`src/rtl/tlb_refill_ctrl.sv`:
```
// TLB front-end controller: arbitrates two lookup ports onto one TLB path,
// sequences page walk, insert and replay on a miss, and issues full TLB flushes.
module tlb_refill_ctrl #(
  parameter int VA_W          = 64,
  parameter int PCID_W        = 12,
  parameter int INSERT_CYCLES = 2,
  parameter int WALK_TIMEOUT  = 255
) (
  input  logic                clk,
  input  logic                shutdown_n,
  input  logic [1:0]          req_valid,
  output logic [1:0]          req_ready,
  input  logic [2*VA_W-1:0]   req_va,
  input  logic [2*PCID_W-1:0] req_pcid,
  output logic                rsp_valid,
  output logic                rsp_id,
  output logic [VA_W-1:0]     rsp_pa,
  output logic                rsp_fault,
  input  logic                flush_req,
  output logic                flush_done,
  output logic [VA_W-1:0]     tlb_va,
  output logic [PCID_W-1:0]   tlb_pcid,
  output logic [VA_W-1:0]     tlb_pa,
  output logic                tlb_insert,
  output logic                tlb_shutdown,
  input  logic [VA_W-1:0]     tlb_addr,
  input  logic                tlb_hit,
  input  logic                tlb_miss,
  output logic                walk_req,
  input  logic                walk_ack,
  output logic [VA_W-1:0]     walk_va,
  output logic [PCID_W-1:0]   walk_pcid,
  input  logic                walk_rsp_valid,
  input  logic [VA_W-1:0]     walk_pa,
  input  logic                walk_fault
);

  localparam int CNT_W = $clog2(WALK_TIMEOUT + 1);
  localparam int INS_W = $clog2(INSERT_CYCLES + 1);

  localparam logic [2:0] S_IDLE      = 3'd0;
  localparam logic [2:0] S_LOOKUP    = 3'd1;
  localparam logic [2:0] S_WALK_REQ  = 3'd2;
  localparam logic [2:0] S_WALK_WAIT = 3'd3;
  localparam logic [2:0] S_INSERT    = 3'd4;
  localparam logic [2:0] S_REPLAY    = 3'd5;
  localparam logic [2:0] S_RESP      = 3'd6;
  localparam logic [2:0] S_FLUSH     = 3'd7;

  logic [2:0]        r_state;
  logic              r_rr;
  logic              r_id;
  logic [VA_W-1:0]   r_va;
  logic [PCID_W-1:0] r_pcid;
  logic [VA_W-1:0]   r_walk_pa;
  logic [VA_W-1:0]   r_rsp_pa;
  logic              r_rsp_fault;
  logic [CNT_W-1:0]  r_cnt;
  logic [INS_W-1:0]  r_ins_cnt;

  logic              w_grant;
  logic              w_gid;
  logic              w_busy_tlb;

  // Flush outranks new requests; the round-robin pointer only matters on a tie.
  assign w_grant = (r_state == S_IDLE) && !flush_req && (|req_valid);
  assign w_gid   = (req_valid == 2'b11) ? r_rr : req_valid[1];

  always_comb begin
    // NOTE: every combinational output gets a default first so no latch is inferred.
    req_ready = 2'b00;
    if (w_grant && shutdown_n) begin
      req_ready[w_gid] = 1'b1;
    end
  end

  // NOTE: state uses non-blocking assignments so every register updates from pre-edge values.
  always_ff @(posedge clk or negedge shutdown_n) begin
    if (!shutdown_n) begin
      r_state     <= S_IDLE;
      r_rr        <= 1'b0;
      r_id        <= 1'b0;
      r_va        <= '0;
      r_pcid      <= '0;
      r_walk_pa   <= '0;
      r_rsp_pa    <= '0;
      r_rsp_fault <= 1'b0;
      r_cnt       <= '0;
      r_ins_cnt   <= '0;
    end else begin
      case (r_state)
        S_IDLE: begin
          if (flush_req) begin
            r_state <= S_FLUSH;
          end else if (w_grant) begin
            r_id    <= w_gid;
            r_va    <= w_gid ? req_va[2*VA_W-1:VA_W] : req_va[VA_W-1:0];
            r_pcid  <= w_gid ? req_pcid[2*PCID_W-1:PCID_W] : req_pcid[PCID_W-1:0];
            r_rr    <= ~w_gid;
            r_state <= S_LOOKUP;
          end
        end
        S_LOOKUP: begin
          if (tlb_hit) begin
            r_rsp_pa    <= tlb_addr;
            r_rsp_fault <= 1'b0;
            r_state     <= S_RESP;
          end else if (tlb_miss) begin
            r_state <= S_WALK_REQ;
          end
        end
        S_WALK_REQ: begin
          if (walk_ack) begin
            r_cnt   <= '0;
            r_state <= S_WALK_WAIT;
          end
        end
        S_WALK_WAIT: begin
          // A response arriving on the last allowed cycle still beats the timeout.
          if (walk_rsp_valid && !walk_fault) begin
            r_walk_pa <= walk_pa;
            r_ins_cnt <= '0;
            r_state   <= S_INSERT;
          end else if (walk_rsp_valid || (r_cnt == CNT_W'(WALK_TIMEOUT - 1))) begin
            r_rsp_pa    <= '0;
            r_rsp_fault <= 1'b1;
            r_state     <= S_RESP;
          end else begin
            r_cnt <= r_cnt + CNT_W'(1);
          end
        end
        S_INSERT: begin
          if (r_ins_cnt == INS_W'(INSERT_CYCLES - 1)) begin
            r_state <= S_REPLAY;
          end else begin
            r_ins_cnt <= r_ins_cnt + INS_W'(1);
          end
        end
        S_REPLAY: begin
          // A replay miss falls back to the walked address rather than walking again.
          if (tlb_hit || tlb_miss) begin
            r_rsp_pa    <= tlb_hit ? tlb_addr : r_walk_pa;
            r_rsp_fault <= 1'b0;
            r_state     <= S_RESP;
          end
        end
        S_RESP:  r_state <= S_IDLE;
        S_FLUSH: r_state <= S_IDLE;
        default: r_state <= S_IDLE;
      endcase
    end
  end

  assign w_busy_tlb   = (r_state >= S_LOOKUP) && (r_state <= S_REPLAY);

  assign rsp_valid    = (r_state == S_RESP);
  assign rsp_id       = rsp_valid ? r_id : 1'b0;
  assign rsp_pa       = rsp_valid ? r_rsp_pa : '0;
  assign rsp_fault    = rsp_valid ? r_rsp_fault : 1'b0;

  assign tlb_va       = w_busy_tlb ? r_va : '0;
  assign tlb_pcid     = w_busy_tlb ? r_pcid : '0;
  assign tlb_insert   = (r_state == S_INSERT);
  assign tlb_pa       = tlb_insert ? r_walk_pa : '0;

  assign tlb_shutdown = (r_state == S_FLUSH);
  assign flush_done   = (r_state == S_FLUSH);

  assign walk_req     = (r_state == S_WALK_REQ);
  assign walk_va      = walk_req ? r_va : '0;
  assign walk_pcid    = walk_req ? r_pcid : '0;

endmodule

```
`config.mk`:
```
export PLATFORM = sky130hd
export DESIGN_NAME = tlb_refill_ctrl
export DESIGN_NICKNAME = d
export VERILOG_FILES = /design/src/rtl/tlb_refill_ctrl.sv
export SDC_FILE = /design/constraint.sdc
export NUM_CORES = 1
export LEC_CHECK = 0
export CAP_MARGIN = 20
export CORE_AREA = 4 4 222 224
export CTS_CLUSTER_SIZE = 8
export DETAILED_ROUTE_END_ITERATION = 10
export DIE_AREA = 0 0 226 228
export PLACE_DENSITY_LB_ADDON = 0.12
export SLEW_MARGIN = 30
export SYNTH_ARGS = -nofsm -noshare
export SYNTH_HDL_FRONTEND = slang
export SYNTH_SLANG_ARGS = --single-unit
```
`constraint.sdc`:
```
create_clock -name clk -period 3 [get_ports clk]
set_input_delay 0.3 -clock clk [delete_from_list [all_inputs] [get_ports clk]]
set_output_delay 0.3 -clock clk [all_outputs]
set_load 0.02 [all_outputs]
```
==> out/metrics.cfg, run 1 <==
[clocking]
cts_num_sinks = 220
cts_buffer_depth = 3
cts_tree = done
cts_made_buffers = 34
htreeDepth = 2
clkTransAtPathRegs_ns = 0.05
ctsRootBufferMaster = clkbuf_16
insertion_delay_ns = 0.52

[setup_path]
critPathCaptureType = output pin
cp_max_fo = 67
reg2regPathDepth = 6
required_ns = 2.70
worst-endpoint-arrival_ns = 2.56
critPathKind = reg2out
r2r_start = r_state[1]
cp-endpoint = rsp_pa[17]
worstSetupStartpoint = r_state[2]
r2r_setup_slack_ns = 0.54
worst_setup_path_start_kind = flop
r2r_end = r_rsp_pa[16]

[layout]
area_growth_pct = 65.78
stdcell_area_sq_mm = 0.01905
final_common_cell = clkdlybuf4s50_1
layout.cells.non_filler = 2199
fin_util_pct = 40.25
drive_gt1_share_pct = 9.924
layout_common_cells = 548 x clkdlybuf4s50_1, 360 x and2_1, 217 x dfrtp_1
nNetsFinal = 1868

[sta]
tightest_slew_ns = 0.9476
slew_violations = 0
maxSlewHeadroom_pct = 36.83
final-hold-violation-count = 0
period_needed_ns = 2.857
max_freq_mhz = 350.0
post-route-period-util_pct = 95.24
rsz0062_at_grt = no
setup_tns_ns = 0
hold_ws_ns = 0.3171
setup_viol = 0
skew_ns = 0.01291
setup_ws_ns = 0.1427

[logic_synthesis]
netlist_top_cells_area = dfrtp_1 48%, and2_1 20%, mux2_2 7.9%, a221o_1 6.6%, mux2_1 4.9%
synth_top_area_share_pct = 47.90
ys_types = 42
yosysSeqAreaShare_pct = 47.90
netlist_instances = 1029
netlist_area_sq_mm = 0.01149
synth_nets = 1322
avgSynthCellArea_sq_um = 11.17
synth-seq-cells = 220
yosysWarnings = 0
synth_top_area_cell = dfrtp_1

[run_status]
outcome = completed

[detailed_routing]
drt_iter0_drc = 355
drtAntennaViolNets = 0
detail_route.wl_per_cell_um = 22.96
drc_errors = 0
dr.pass1.iters = 4
wirelength_um = 50500
vias_per_cell = 4.613
routed-via-count = 10143

[power_and_ir_drop]
cellPowerDensity_mw_per_mm2 = 944.3
ir_drop_uv = 527.3
p_total_mw = 17.99
power_leakage_nw = 8.238

[grt]
first_global_vias = 11007
antenna_found_initial = 5
grt_max_degree = 144
grt_usage_pct = 18.68
gr-total-overflow = 0
grt_pass1_wl_um = 73200

[floorplanning]
io_pins = 579
die_x_um = 226
die_h_um = 228
initial_utilization_pct = 24.28
fp.coreArea_sq_mm = 0.04735
row_count = 80
dieArea_sq_mm = 0.05153

[placement]
dp_hpwl_um = 35850
post-place-ws_ns = 0.2297
place_inst = 2150
gp_congestion = 0.8326
port_buffers = 578
postPlaceCellArea_sq_mm = 0.01800

[hold_path]
min_path_type = in2async

[flow_run]
maxCapViolations = 0

worst min-delay path by stage:
stage                     cells past startpoint             to       start
after floorplan                               0       r_cnt[0]  shutdown_n
after global placement                        1  r_walk_pa[28]  shutdown_n
after detailed placement                      1  r_walk_pa[28]  shutdown_n
after CTS                                     2  r_walk_pa[28]  shutdown_n
after global routing                          2  r_walk_pa[28]  shutdown_n
final                                         2  r_walk_pa[28]  shutdown_n
final cells by class:
type                       count  area (sq um)
tap                          615         769.5
timing repair buffer         599          6143
sequential                   220          5512
clock inverter                 3         18.77
clock buffer                  40         904.6
multi-input combinational    714          5679
inverter                       6         22.52
fill                        4700         28290
antenna                        2         5.005
worst max-delay path: stages (launching register included):
cell and delay (ns):
dfrtp_4 0.55, nand2_1 0.17, nor2_4 0.13, buf_12 0.25, and2_1 0.24, clkdlybuf4s50_1 0.62
cells by family after synthesis:
logic type               synth area share, %
AND/OR/NAND/NOR                        22.10
flip-flops                             47.90
AO/OA/AOI/OAI                          13.17
multiplexers                           12.83
buffers and inverters                  3.669
adder cells (fa/ha/maj)               0.3266
state kept, by name (all words and copies together) (netlist names):
name,count
r_cnt,8
r_id,1
r_ins_cnt,2
r_pcid,12
r_rr,1
r_rsp_fault,1
r_rsp_pa,64
r_state,3
r_va,64
r_walk_pa,64
layer usage:
| layer | global-route usage [%] | wire length, um | up-vias |
|---|---|---|---|
| li1 | - | - | 4709 |
| met1 | 21.55 | 19500 | 4972 |
| met2 | 32.65 | 25150 | 408 |
| met3 | 7.431 | 4854 | 48 |
| met4 | 3.962 | 957 | 6 |
| met5 | 0 | 39 | - |
power breakdown:
| group | internal (mW) | switching [mW] | total [mW] |
|---|---|---|---|
| registers | 4.36 | 1.04 | 5.40 |
| logic | 4.65 | 4.48 | 9.14 |
| clock network | 2.10 | 1.36 | 3.46 |
| total | 11.1 | 6.88 | 18.0 |
synthesized netlist by cell type:
master and instances:
nor3_1 1, or4b_2 1, nor3b_1 3, buf_6 5, nand3b_1 2, a31oi_1 5
nor4_2 2, and3_1 2, a21o_1 1, o21ai_0 7, nand4bb_1 1, nand2_1 15
nor2_1 5, a221o_1 76, o211ai_1 2, mux2_1 50, o21ai_1 1, nand4_1 1
nor4bb_1 1, a22o_1 64, and3b_1 2, inv_1 6, buf_1 2, o22ai_1 1
and4_1 1, a211oi_1 1, o2bb2ai_1 1, and2_1 360, clkbuf_1 64, dfrtp_1 220
nor4b_1 1, a41o_1 1, buf_4 2, or4_1 1, buf_2 16, nor2b_1 1
a41oi_1 3, nand2b_1 1, ha_1 3, a21oi_1 8, nand3_1 8, mux2_2 81
repair_timing:
action	CTS	global route
endpoints found under the setup margin	255	144
gates cloned	0	1
buffers inserted	0	2
resized for setup	13	24
hold endpoints to repair	29	0
pin swaps	0	0
hold buffers	1	0
Note: power is estimated with default switching activity, not from simulation.
==> run 2, diff against run 1 <==
GPL_ROUTABILITY_DRIVEN = 1   (was unset)
clock period = 3.65 ns   (was 3 ns; I/O delays follow)
==> run 2 against run 1 <==
  * Worst setup slack better by 0.10 ns
  * Cell area is 0.43% lower
  * Combinational power is 18% lower
  * Power is 18% lower
  * Global-route usage is 0.20 points higher
  * First-iteration DRC count is 31% higher
  * Clock skew is 0.00052 ns higher
  * Via count is 0.90% higher
  * Sequential power is 19% lower
  * Critical endpoint is now rsp_fault
  * Largest cell class unchanged
  * Largest power group unchanged
==> out/metrics.cfg, run 2 (synthesis results as in run 1) <==
[run_status]
outcome = completed

[sta]
setup_tns_ns = 0
rsz0062_at_grt = no
tightest_slew_ns = 0.9556
setup_ws_ns = 0.2430
slew_violations = 0
setup_viol = 0
post-route-period-util_pct = 93.34
max_freq_mhz = 293.5
maxSlewHeadroom_pct = 36.29
period_needed_ns = 3.407
final-hold-violation-count = 0
skew_ns = 0.01343

[setup_path]
critPathKind = reg2out
r2r_start = r_state[2]
worstSetupStartpoint = r_state[1]
reg2regPathDepth = 5
cp_max_fo = 46
r2r_end = r_rsp_pa[63]
worst_setup_path_start_kind = flop
critPathCaptureType = output pin
cp-endpoint = rsp_fault
r2r_setup_slack_ns = 0.85
worst-endpoint-arrival_ns = 3.04
required_ns = 3.28

[clocking]
cts_tree = done
cts_buffer_depth = 3
cts_num_sinks = 220
htreeDepth = 2
insertion_delay_ns = 0.52
cts_made_buffers = 34
ctsRootBufferMaster = clkbuf_16
clkTransAtPathRegs_ns = 0.05

[grt]
grt_usage_pct = 18.88
first_global_vias = 11029
antenna_found_initial = 6
grt_pass1_wl_um = 74260
gr-total-overflow = 0
grt_max_degree = 130

[power_and_ir_drop]
cellPowerDensity_mw_per_mm2 = 777.6
p_switching_mw = 5.612
intPower_mw = 9.142
pwr-share-clk_pct = 19.8
p_comb_share_pct = 50.5
power.share.switching_pct = 38.04
power_leakage_nw = 7.875
pwr-share-seq_pct = 29.7
ir_drop_uv = 330.0

[placement]
dp_hpwl_um = 36020
gp_congestion = 0.8166
port_buffers = 578
post-place-ws_ns = 0.5212

[flow_run]
maxCapViolations = 0

[floorplanning]
die_h_um = 228
io_pins = 579
initial_utilization_pct = 24.28
dieArea_sq_mm = 0.05153
die_x_um = 226
row_count = 80
fp.coreArea_sq_mm = 0.04735

[layout]
area_growth_pct = 65.08
layout_common_cells = 577 x clkdlybuf4s50_1, 360 x and2_1, 220 x dfrtp_1
fin_util_pct = 40.07
final_common_cell = clkdlybuf4s50_1
fillers = 4740
top_regs = r_rsp_pa: 64 flops, r_va: 64 flops, r_walk_pa: 64 flops
drive_gt1_share_pct = 9.735
nNetsFinal = 1867

[detailed_routing]
wirelength_um = 50770
drc_errors = 0
routed-via-count = 10234
drtAntennaViolNets = 0
vias_per_cell = 4.652
drt_iter0_drc = 465
dr.pass1.iters = 5
detail_route.wl_per_cell_um = 23.08

[hold_path]
min_path_type = in2async

[run 2: cell count changes in the layout (fill, tap and decap cells not counted), moves of 3 or more]
cell             change
buf_12               -4
buf_4                +4
clkbuf_8             +3
clkdlybuf4s50_1     +29
dfrtp_1              +3
dlygate4sd2_1        -8
dlymetal6s2s_1      -21
[run 2: final cells by class]
type                    count  area, sq um  share of cell area (%)
well taps                 615        769.5                   4.056
inverters                   6        22.52                  0.1187
clock buffers              43        945.9                   4.985
repair buffers            597         6035                   31.81
diodes                      3        7.507                 0.03957
multi-input cells         715         5679                   29.93
flip-flops and latches    220         5505                   29.02
clock inverters             1        8.758                 0.04616
[run 2: routing by layer]
layer	wire length, um	global-route usage, %	share of wire, %	vias up
li1	-	-	-	4719
met1	20210	22.28	40	5057
met2	24750	31.88	49	391
met3	4494	7.316	8.9	63
met4	1284	5.379	2.5	4
met5	34	0	0.067	-
[run 2: power by group through the flow]
stage	Clock, mW	Sequential, mW	Combinational, mW
2_1_floorplan	0	4.02	4.38
3_3_place_gp	0	4.38	7.46
3_5_place_dp	0	4.40	7.53
4_1_cts	3.07	4.38	7.56
5_1_grt	3.13	4.56	8.04
6_report	2.92	4.38	7.45
[run 2: repair_timing]
action	CTS	global route
endpoints found under the setup margin	0	6
resized for setup	0	1
endpoints found under the hold margin	23	0
hold buffers	1	0
setup buffers	0	1
[run 2: worst min-delay path by stage]
stage | start | endpoint | slack [ns] | depth (start not counted)
6_report | shutdown_n | r_rsp_pa[27] | 0.32 | 2
5_1_grt | shutdown_n | r_rsp_pa[31] | 0.32 | 2
4_1_cts | shutdown_n | r_rsp_pa[27] | 0.29 | 2
3_5_place_dp | shutdown_n | r_rsp_pa[31] | 0.24 | 1
3_3_place_gp | shutdown_n | r_rsp_pa[31] | 0.24 | 1
2_1_floorplan | shutdown_n | r_cnt[0] | 0.07 | 0
[run 2: metrics by stage]
step	instances	total power [mW]	instance area, sq um	hold slack [ns]
global placement	2149	11.84	17950	0.2392
detailed placement	2150	11.93	17980	0.2400
CTS	2195	15.01	18940	0.2895
global route	2199	15.73	18970	0.3211
floorplan	1029	8.401	11490	0.06941
finish	2200	14.75	18970	0.3196
[run 2: worst max-delay path, cell delays in order (launching register included)]
cell	delay (ns)
dfrtp_1	0.70
nand2_1	0.40
nor2_4	0.32
buf_12	0.23
and2_1	0.21
clkdlybuf4s50_1	0.62
